**config.mk**
```make
export PLATFORM = sky130hd
export DESIGN_NAME = mips_multicycle_sequencer_flat
export DESIGN_NICKNAME = d
export VERILOG_FILES = /design/src/rtl/mips_multicycle_sequencer_if.sv /design/src/rtl/mips_multicycle_sequencer.sv /design/src/flat_wrapper.sv
export SDC_FILE = /design/constraint.sdc
export NUM_CORES = 1
export LEC_CHECK = 0
export ABC_AREA = 1
export CAP_MARGIN = 20
export CORE_MARGIN = 1.5
export CORE_UTILIZATION = 53
export CTS_CLUSTER_DIAMETER = 60
export CTS_CLUSTER_SIZE = 16
export DETAILED_ROUTE_END_ITERATION = 7
export GPL_ROUTABILITY_DRIVEN = 0
export PLACE_DENSITY = 0.84
export SLEW_MARGIN = 5
export SYNTH_ARGS = -nofsm -noshare
export SYNTH_HDL_FRONTEND = slang
export SYNTH_SLANG_ARGS = --single-unit
```
**constraint.sdc**
```tcl
create_clock -name clk -period 3.9 [get_ports clk]
set_input_delay 0.585 -clock clk [delete_from_list [all_inputs] [get_ports clk]]
set_output_delay 0.585 -clock clk [all_outputs]
set_load 0.05 [all_outputs]
```
**src/rtl/mips_multicycle_sequencer_if.sv**
```systemverilog
`default_nettype none
// ============================================================================
// Module   : mips_multicycle_sequencer_if
// Purpose  : Control bundle between the multi-cycle sequencer and the MIPS32
//            load/store datapath.
// Signals  : opcode        - IR[31:26] presented to the sequencer
//            mem_ready     - data memory completion strobe
//            pc_write      - PC loads PC+4
//            ir_write      - IR loads instruction memory output
//            RegWrite      - register file write enable (write_reg = rt)
//            MemWrite      - data memory write enable
//            mem_req       - data memory access request
//            Mux_extend    - immediate extension select (1 sign, 0 zero)
//            Type          - access size 00 byte / 01 half / 10 word
//            load_signed   - sign-extend loaded byte/half
//            wb_sel        - register write data (0 memory, 1 ALU)
//            illegal       - sticky unsupported-opcode flag
//            retired_count - instructions completed since reset
//            state         - current sequencer state (debug)
// Modports : master = sequencer side, slave = datapath side
// Revision : 1.0 - initial release
// ============================================================================
interface mips_multicycle_sequencer_if #(
  parameter int RETIRE_W = 32
) ();
  logic [5:0]          opcode;
  logic                mem_ready;
  logic                pc_write;
  logic                ir_write;
  logic                RegWrite;
  logic                MemWrite;
  logic                mem_req;
  logic                Mux_extend;
  logic [1:0]          Type;
  logic                load_signed;
  logic                wb_sel;
  logic                illegal;
  logic [RETIRE_W-1:0] retired_count;
  logic [2:0]          state;

  modport master (
    input  opcode, mem_ready,
    output pc_write, ir_write, RegWrite, MemWrite, mem_req, Mux_extend,
           Type, load_signed, wb_sel, illegal, retired_count, state
  );

  modport slave (
    output opcode, mem_ready,
    input  pc_write, ir_write, RegWrite, MemWrite, mem_req, Mux_extend,
           Type, load_signed, wb_sel, illegal, retired_count, state
  );
endinterface
`default_nettype wire

```
**src/rtl/mips_multicycle_sequencer.sv**
```systemverilog
`default_nettype none
// ============================================================================
// Module   : mips_multicycle_sequencer
// Purpose  : Multi-cycle FETCH/DECODE/EXEC/MEM/WB control FSM for the MIPS32
//            load/store datapath. Waits on the data memory req/ready
//            handshake, counts retired instructions and halts on any
//            unsupported opcode until reset.
// Ports    : clk  - system clock, rising edge
//            rst  - synchronous active-high reset
//            bus  - control bundle (master modport), see the interface file
// Revision : 1.0 - initial release
// ============================================================================
module mips_multicycle_sequencer #(
  parameter int RETIRE_W = 32
) (
  input  wire logic                   clk,
  input  wire logic                   rst,
  mips_multicycle_sequencer_if.master bus
);

  localparam logic [2:0] S_FETCH  = 3'd0;
  localparam logic [2:0] S_DECODE = 3'd1;
  localparam logic [2:0] S_EXEC   = 3'd2;
  localparam logic [2:0] S_MEM    = 3'd3;
  localparam logic [2:0] S_WB     = 3'd4;
  localparam logic [2:0] S_HALT   = 3'd5;

  localparam logic [5:0] OP_ADDIU = 6'h09;
  localparam logic [5:0] OP_LB    = 6'h20;
  localparam logic [5:0] OP_LH    = 6'h21;
  localparam logic [5:0] OP_LW    = 6'h23;
  localparam logic [5:0] OP_LBU   = 6'h24;
  localparam logic [5:0] OP_LHU   = 6'h25;
  localparam logic [5:0] OP_SB    = 6'h28;
  localparam logic [5:0] OP_SH    = 6'h29;
  localparam logic [5:0] OP_SW    = 6'h2B;

  localparam logic [RETIRE_W-1:0] c_RETIRE_ONE = {{(RETIRE_W-1){1'b0}}, 1'b1};

  function automatic logic f_is_load(input logic [5:0] op);
    return (op == OP_LB) || (op == OP_LH) || (op == OP_LW) ||
           (op == OP_LBU) || (op == OP_LHU);
  endfunction

  function automatic logic f_is_store(input logic [5:0] op);
    return (op == OP_SB) || (op == OP_SH) || (op == OP_SW);
  endfunction

  function automatic logic f_is_legal(input logic [5:0] op);
    return f_is_load(op) || f_is_store(op) || (op == OP_ADDIU);
  endfunction

  function automatic logic [1:0] f_type(input logic [5:0] op);
    logic [1:0] t;
    case (op)
      OP_LH, OP_LHU, OP_SH: t = 2'b01;
      OP_LW, OP_SW:         t = 2'b10;
      default:              t = 2'b00;
    endcase
    return t;
  endfunction

  function automatic logic f_signed(input logic [5:0] op);
    return (op == OP_LB) || (op == OP_LH) || (op == OP_LW);
  endfunction

  logic [2:0]          state_q,   state_d;
  logic [5:0]          op_q,      op_d;
  logic                illegal_q, illegal_d;
  logic [RETIRE_W-1:0] retired_q, retired_d;

  // State register
  always_ff @(posedge clk) begin
    if (rst) begin
      state_q   <= S_FETCH;
      op_q      <= 6'd0;
      illegal_q <= 1'b0;
      retired_q <= '0;
    end else begin
      state_q   <= state_d;
      op_q      <= op_d;
      illegal_q <= illegal_d;
      retired_q <= retired_d;
    end
  end

  // Next-state logic: the only consumers of opcode and mem_ready
  always_comb begin
    state_d   = state_q;
    op_d      = op_q;
    illegal_d = illegal_q;
    retired_d = retired_q;
    case (state_q)
      S_FETCH:  state_d = S_DECODE;
      S_DECODE: begin
        op_d = bus.opcode;
        if (f_is_legal(bus.opcode)) begin
          state_d = S_EXEC;
        end else begin
          illegal_d = 1'b1;
          state_d   = S_HALT;
        end
      end
      S_EXEC:   state_d = (op_q == OP_ADDIU) ? S_WB : S_MEM;
      S_MEM: begin
        if (bus.mem_ready) begin
          if (f_is_store(op_q)) begin
            // Stores retire directly out of MEM; there is no writeback
            retired_d = retired_q + c_RETIRE_ONE;
            state_d   = S_FETCH;
          end else begin
            state_d = S_WB;
          end
        end
      end
      S_WB: begin
        retired_d = retired_q + c_RETIRE_ONE;
        state_d   = S_FETCH;
      end
      S_HALT:   state_d = S_HALT;
      default:  state_d = S_FETCH;
    endcase
  end

  // Output decode: from state_q and op_q only, so no input-to-output path
  always_comb begin
    bus.pc_write    = 1'b0;
    bus.ir_write    = 1'b0;
    bus.RegWrite    = 1'b0;
    bus.MemWrite    = 1'b0;
    bus.mem_req     = 1'b0;
    bus.Mux_extend  = 1'b0;
    bus.Type        = 2'b00;
    bus.load_signed = 1'b0;
    bus.wb_sel      = 1'b0;
    case (state_q)
      S_FETCH: begin
        bus.pc_write = 1'b1;
        bus.ir_write = 1'b1;
      end
      S_EXEC: begin
        bus.Mux_extend = 1'b1;
      end
      S_MEM: begin
        bus.mem_req     = 1'b1;
        bus.MemWrite    = f_is_store(op_q);
        bus.Type        = f_type(op_q);
        bus.load_signed = f_signed(op_q);
      end
      S_WB: begin
        bus.RegWrite    = 1'b1;
        bus.wb_sel      = (op_q == OP_ADDIU);
        // Size/sign stay valid so the datapath extends the latched load data
        bus.Type        = f_type(op_q);
        bus.load_signed = f_signed(op_q);
      end
      default: begin
      end
    endcase
  end

  assign bus.illegal       = illegal_q;
  assign bus.retired_count = retired_q;
  assign bus.state         = state_q;

endmodule
`default_nettype wire

```
**src/flat_wrapper.sv**
```systemverilog
// flat-port wrapper written by rule: the top's interface ports become plain ports
module mips_multicycle_sequencer_flat 
#(
  parameter int RETIRE_W = 32
)
  (clk, rst, bus_opcode, bus_mem_ready, bus_pc_write, bus_ir_write, bus_RegWrite, bus_MemWrite, bus_mem_req, bus_Mux_extend, bus_Type, bus_load_signed, bus_wb_sel, bus_illegal, bus_retired_count, bus_state);
  mips_multicycle_sequencer_if #(.RETIRE_W(RETIRE_W)) bus_i ();
  input  wire logic clk;
  input  wire logic rst;
  input wire logic [$bits(bus_i.opcode)-1:0] bus_opcode;
  input wire logic [$bits(bus_i.mem_ready)-1:0] bus_mem_ready;
  output wire logic [$bits(bus_i.pc_write)-1:0] bus_pc_write;
  output wire logic [$bits(bus_i.ir_write)-1:0] bus_ir_write;
  output wire logic [$bits(bus_i.RegWrite)-1:0] bus_RegWrite;
  output wire logic [$bits(bus_i.MemWrite)-1:0] bus_MemWrite;
  output wire logic [$bits(bus_i.mem_req)-1:0] bus_mem_req;
  output wire logic [$bits(bus_i.Mux_extend)-1:0] bus_Mux_extend;
  output wire logic [$bits(bus_i.Type)-1:0] bus_Type;
  output wire logic [$bits(bus_i.load_signed)-1:0] bus_load_signed;
  output wire logic [$bits(bus_i.wb_sel)-1:0] bus_wb_sel;
  output wire logic [$bits(bus_i.illegal)-1:0] bus_illegal;
  output wire logic [$bits(bus_i.retired_count)-1:0] bus_retired_count;
  output wire logic [$bits(bus_i.state)-1:0] bus_state;
  assign bus_i.opcode = bus_opcode;
  assign bus_i.mem_ready = bus_mem_ready;
  assign bus_pc_write = bus_i.pc_write;
  assign bus_ir_write = bus_i.ir_write;
  assign bus_RegWrite = bus_i.RegWrite;
  assign bus_MemWrite = bus_i.MemWrite;
  assign bus_mem_req = bus_i.mem_req;
  assign bus_Mux_extend = bus_i.Mux_extend;
  assign bus_Type = bus_i.Type;
  assign bus_load_signed = bus_i.load_signed;
  assign bus_wb_sel = bus_i.wb_sel;
  assign bus_illegal = bus_i.illegal;
  assign bus_retired_count = bus_i.retired_count;
  assign bus_state = bus_i.state;
  mips_multicycle_sequencer #(.RETIRE_W(RETIRE_W)) u_core (.clk(clk), .rst(rst), .bus(bus_i));
endmodule
```
==> flow_metrics.tcl, run 1 <==
set metrics [dict create \
    path_max_fanout 7 \
    slew_headroom_pct 65.2 \
    diodes 0 \
    cts_buffers 5 \
    wirelength_um 6770 \
    die_w_um 72.2 \
    drt-wirelength-per-cell_um 12.9 \
    period_share_pct 74.5 \
    layout_commonest_cell "nand2_1" \
    ctsLongestPathBuffers 2 \
    ir_drop_mv 0.310 \
    vias 2805 \
    synth_nets 431 \
    power.leakage_nw 1.10 \
    cts_sinks 42 \
    clock.fmax_mhz 344 \
    setup_viol 0 \
    avgSynthCellArea_sq_um 6.03 \
    post_dp_cell_area_sq_um 3080 \
    grt_pass1_wl_um 11300 \
    fin_area_sq_um 3170 \
    netlist_area_sq_um 2540 \
    antenna_found_initial 0 \
    layout_common_cells "160 x nand2_1, 78 x nor2_1, 54 x clkdlybuf4s50_1" \
    fillerInstances 406 \
    fp.dieArea_sq_um 5210 \
    outcome "finished, final reports clean" \
    clk_pin_slew_ns 0.09 \
    r2r_slack_ns 2.07 \
    port_buffers 54 \
    cts_tree "yes" \
    max-cap-violations 0 \
    ctsResizeCount 0 \
    holdBufCountCts 0 \
    post-route-drc-count 0 \
    drt_pass1_iterations 5 \
    grt_use_total_pct 27.6 \
    cp.required_ns 3.31 \
    clock_skew_ns 0.00757 \
    rsz0062_at_grt "no" \
    vias_per_cell 5.33 \
    yosys_warnings 0 \
    drive_gt1_share_pct 4.43 \
    chipHeight_um 72.2 \
    final_nets 483 \
    multi_input_area_sq_um 1490 \
    ctsRootBufferMaster "clkbuf_8" \
    yosysSeqAreaShare_pct 33.1 \
    area_growth_pct 25.0 \
    postCtsSetupBuffers 0 \
    regArea_sq_um 841 \
    htree_levels 2 \
    gr-total-overflow 0 \
    synth_cells 421 \
    fin_tns_setup_ns 0 \
    grt_pass1_vias 2584 \
    worstSetupPathType "register to output pin" \
    core_area_sq_um 4470 \
    slew_viol_final 0 \
    detail-route-antenna-nets 0 \
    p_per_area_nw_per_um2 332 \
    io_pins 55 \
    hold_viol 0 \
    max_slew.worst_pin.slew_ns 0.521 \
    crit_path_end_kind "output pin" \
    clock_latency_ns 0.30 \
    crit_arrival_ns 2.32 \
    ys_types 31 \
    min_path_type "register to register" \
    start_kind "register" \
    drtIter0Drc 222 \
    ys_ff_latch 42 \
    dp_hpwl_um 5000 \
    initial_core_util_pct 56.7 \
    grt_start_max_net_pins 35 \
    fin_crit_ns 2.91 \
    rows 24 \
]
[cells by family (layout without fill, tap and decap cells)]
logic type                 after synthesis  count (layout)  share of synthesized area, %
adders and majority gates                1               1                         0.493
and+or+nand+nor                        270             270                          42.9
buffers and inverters                   45              98                          8.28
xor gates and xnor gates                13              13                          4.48
DFF                                     42              42                          33.1
AOI/OAI and AO/OA                       50              50                          10.7
[state kept, by name, summed over array words and instances, names as in the netlist]
signal	cells
u_core.bus.state	3
u_core.op_q	6
u_core.bus.illegal	1
u_core.bus.retired_count	32
[synth_stat cells (all sizes together)]
cell	instances	area share, %
nand3	19	3.9
o21bai	1	0.44
buf	6	2.2
nand3b	1	0.30
a31oi	1	0.25
and2	1	0.25
xnor2	4	1.4
a2111oi	2	0.69
inv	35	5.5
a21oi	33	6.5
nor4	1	0.25
clkbuf	4	0.59
xor2	9	3.1
nand2	164	25
o21ai	12	2.5
o211ai	1	0.30
ha	1	0.49
nor3	4	0.79
dfxtp	42	33
nor2	80	12
[per-layer routing]
metal,GRT usage [%],share of wire (%)
met1,32.7,42
met2,46.9,48
met3,6.67,6.4
met4,13.0,2.9
met5,0,0
[worst paths after layout]
check	to	depth (start not counted)	from
setup / recovery	bus_load_signed	6	u_core.bus.state[0]$_SDFFE_PP0P_
hold / removal	u_core.bus.illegal$_SDFFE_PP0P_	2	u_core.bus.illegal$_SDFFE_PP0P_
setup reg to reg	u_core.bus.retired_count[20]$_SDFFE_PP0P_	10	u_core.bus.retired_count[0]$_SDFFE_PP0P_
hold reg to reg	u_core.bus.illegal$_SDFFE_PP0P_	2	u_core.bus.illegal$_SDFFE_PP0P_
[report_power, final]
part,internal (mW),switching [mW]
combinational,0.0779,0.199
sequential,0.454,0.0251
clock,0.143,0.156
[worst max-delay path, stage by stage, from the launching register on]
cell,delay [ns]
dfxtp_1,0.38
nor2_1,0.16
nand2_1,0.12
nand2_2,0.11
nand2_1,0.08
a2111oi_1,0.29
clkdlybuf4s50_1,0.88
[layout make-up]
| cell class | instances | area share (%) |
|---|---|---|
| Sequential cell | 42 | 26.5 |
| Tap cell | 52 | 2.05 |
| Multi-Input combinational cell | 334 | 46.9 |
| Timing Repair Buffer | 55 | 17.3 |
| Inverter | 35 | 4.38 |
| Clock buffer | 7 | 2.72 |
| Clock inverter | 1 | 0.158 |
[stage by stage]
stage | total power [mW] | cells | util (%) | hold WS [ns] | worst slack [ns]
after detailed placement | 0.763 | 518 | 68.9 | 0.449 | 1.33
after CTS | 1.06 | 526 | 70.9 | 0.464 | 1.02
after global routing | 1.10 | 526 | 70.9 | 0.492 | 0.799
final | 1.06 | 526 | 70.9 | 0.464 | 0.995
after floorplan | 0.697 | 421 | - | 0.445 | 0.506
after global placement | 0.755 | 518 | 68.9 | 0.440 | 1.44
Note: power is estimated with default switching activity, not from simulation.
==> run 2, diff against run 1 <==
Settings changed: CORE_UTILIZATION 53 to 46, PLACE_DENSITY 0.84 to 0.77.
Clock period 3.9 ns to 2.4 ns, I/O delays scaled along.
==> run 2 against run 1 <==
Net effect: via count shrank 4.5%; cell area grew 1.2%; sequential power grew 63%; count of clock-buffer cells in the layout is the same; worst hold slack lost 0.0022 ns; wire length shrank 5.7%; largest power group unchanged; worst setup slack lost 0.91 ns; die area grew 15%; global-route usage shrank 5.2 points; combinational power grew 64%.
==> flow_metrics.tcl, run 2 (synthesis gave the netlist of run 1 again) <==
set metrics [dict create \
    outcome "finished, final reports clean" \
    fin_ws_ns 0.0874 \
    ctsLongestPathBuffers 2 \
    min_path_type "register to register" \
    cts_tree "yes" \
    initial_core_util_pct 48.8 \
    clock_latency_ns 0.30 \
    drive_gt1_share_pct 5.49 \
    vias_per_cell 4.92 \
    clock_power_share_pct 26.2 \
    ctsRootBufferMaster "clkbuf_8" \
    p_per_area_nw_per_um2 521 \
    grt_use_total_pct 22.3 \
    post_dp_cell_area_sq_um 3130 \
    chipHeight_um 77.3 \
    r2r_cells 10 \
    crit_path_end_kind "output pin" \
    period_share_pct 96.4 \
    max-cap-violations 0 \
    fp.dieArea_sq_um 5970 \
    antenna_found_initial 0 \
    critPathMaxStageDelay_ns 0.82 \
    dp_hpwl_um 4900 \
    vias 2679 \
    pre_cts_slack_ns 0.351 \
    post-route-drc-count 0 \
    fin_util_pct 61.7 \
    pwr-share-seq_pct 46.7 \
    grt_pass1_wl_um 11000 \
    worstSetupPathType "register to output pin" \
    hold_viol 0 \
    drt-wirelength-per-cell_um 11.7 \
    crit_end "bus_MemWrite" \
    crit_buf_inv 2 \
    slew_viol_final 0 \
    detail-route-antenna-nets 0 \
    layout_commonest_cell "nand2_1" \
    crit_chain "nand2_1 > inv_1 > o211ai_1 > nor2_1 > clkdlybuf4s50_1" \
    area_growth_pct 26.6 \
    fin_tns_setup_ns 0 \
    largest_register_ffs 32 \
    critPathLaunch "u_core.op_q[3]$_SDFFE_PP0N_" \
    clock_skew_ns 0.00886 \
    io_pins 55 \
    cp.required_ns 2.04 \
    crit_path_top_delay_cell "clkdlybuf4s50_1" \
    grt_pass1_vias 2521 \
    p_switching_mw 0.608 \
    pwr-share-comb_pct 27.2 \
    clk_pin_slew_ns 0.08 \
    diodes 0 \
    drtIter0Drc 169 \
    cts_buffers 5 \
    fin_crit_ns 2.31 \
    gr-total-overflow 0 \
    final_nets 484 \
    holdBufCountCts 0 \
    r2r-end "u_core.bus.retired_count[20]$_SDFFE_PP0P_" \
    postCtsSetupBuffers 0 \
    rsz0062_at_grt "no" \
    rr_startpoint "u_core.bus.retired_count[0]$_SDFFE_PP0P_" \
    r2r_slack_ns 0.60 \
    layout_common_cells "160 x nand2_1, 78 x nor2_1, 50 x clkdlybuf4s50_1" \
    path_depth 5 \
    power.leakage_nw 1.12 \
    rows 26 \
    die_w_um 77.3 \
    htree_levels 2 \
    wirelength_um 6380 \
    fin_area_sq_um 3210 \
    core_area_sq_um 5200 \
    setup_viol 0 \
    clock.fmax_mhz 432 \
    fillerInstances 523 \
    crit_arrival_ns 1.95 \
    max_slew.worst_pin.slew_ns 0.519 \
    timing.hold.ws_ns 0.462 \
    drt_pass1_iterations 4 \
    start_kind "register" \
    swShare_pct 36.3 \
    path_max_fanout 4 \
    crit_family "buffers and inverters" \
    intPower_mw 1.07 \
    cts_sinks 42 \
    ir_drop_mv 0.424 \
    grt_start_max_net_pins 35 \
    slew_headroom_pct 65.3 \
    port_buffers 54 \
]
==> run 2: changes by cell type in the layout (fill, tap and decap cells not counted), sizes merged <==
cell / before / now
clkinv: 1 / 0
dlymetal6s2s: 0 / 1
buf: 1 / 5
clkdlybuf4s50: 54 / 50
==> run 2: what timing repair did <==
action                     4_1_cts  5_1_grt
hold endpoints to repair         0        0
resized for setup                0        1
setup endpoints to repair        0        1
==> run 2: routing by layer <==
layer	vias up	GRT usage, %	wire length [um]
met5	-	0	0
met4	0	6.73	69
met3	7	4.29	322
met2	60	39.9	3150
met1	1195	26.8	2840
li1	1417	-	-
==> run 2: power by group through the flow <==
stage               Combinational [mW]  Sequential, mW  Clock, mW
floorplan                        0.297           0.852          0
global placement                 0.452           0.795          0
detailed placement               0.456           0.798          0
CTS                              0.458           0.781      0.442
global route                     0.493           0.789      0.484
finish                           0.455           0.782      0.438
==> run 2: worst min path at each step <==
stage               cells after the start                              end                       startpoint  slack [ns]
floorplan                               2      u_core.op_q[4]$_SDFFE_PP0N_      u_core.op_q[4]$_SDFFE_PP0N_        0.45
global placement                        2  u_core.bus.illegal$_SDFFE_PP0P_  u_core.bus.illegal$_SDFFE_PP0P_        0.44
detailed placement                      2  u_core.bus.illegal$_SDFFE_PP0P_  u_core.bus.illegal$_SDFFE_PP0P_        0.45
CTS                                     2  u_core.bus.illegal$_SDFFE_PP0P_  u_core.bus.illegal$_SDFFE_PP0P_        0.47
global route                            2  u_core.bus.illegal$_SDFFE_PP0P_  u_core.bus.illegal$_SDFFE_PP0P_        0.50
finish                                  2  u_core.bus.illegal$_SDFFE_PP0P_  u_core.bus.illegal$_SDFFE_PP0P_        0.46
==> run 2: metrics by stage <==
| stage | instances | total power, mW |
|---|---|---|
| 6_report | 544 | 1.68 |
| 4_1_cts | 544 | 1.68 |
| 2_1_floorplan | 421 | 1.15 |
| 3_3_place_gp | 537 | 1.25 |
| 3_5_place_dp | 537 | 1.25 |
| 5_1_grt | 544 | 1.77 |
==> run 2: worst min-delay path: stages (launching register included) <==
cell and delay, ns:
dfxtp_1 0.32, inv_1 0.05, a21oi_1 0.05
==> run 2: layout make-up <==
class | count | area (sq um) | area share, %
sequential | 42 | 841 | 26.2
multi-input combinational | 334 | 1520 | 47.3
inverter | 35 | 139 | 4.32
tap | 70 | 87.6 | 2.73
clock buffer | 7 | 76.3 | 2.38
timing repair buffer | 56 | 551 | 17.1
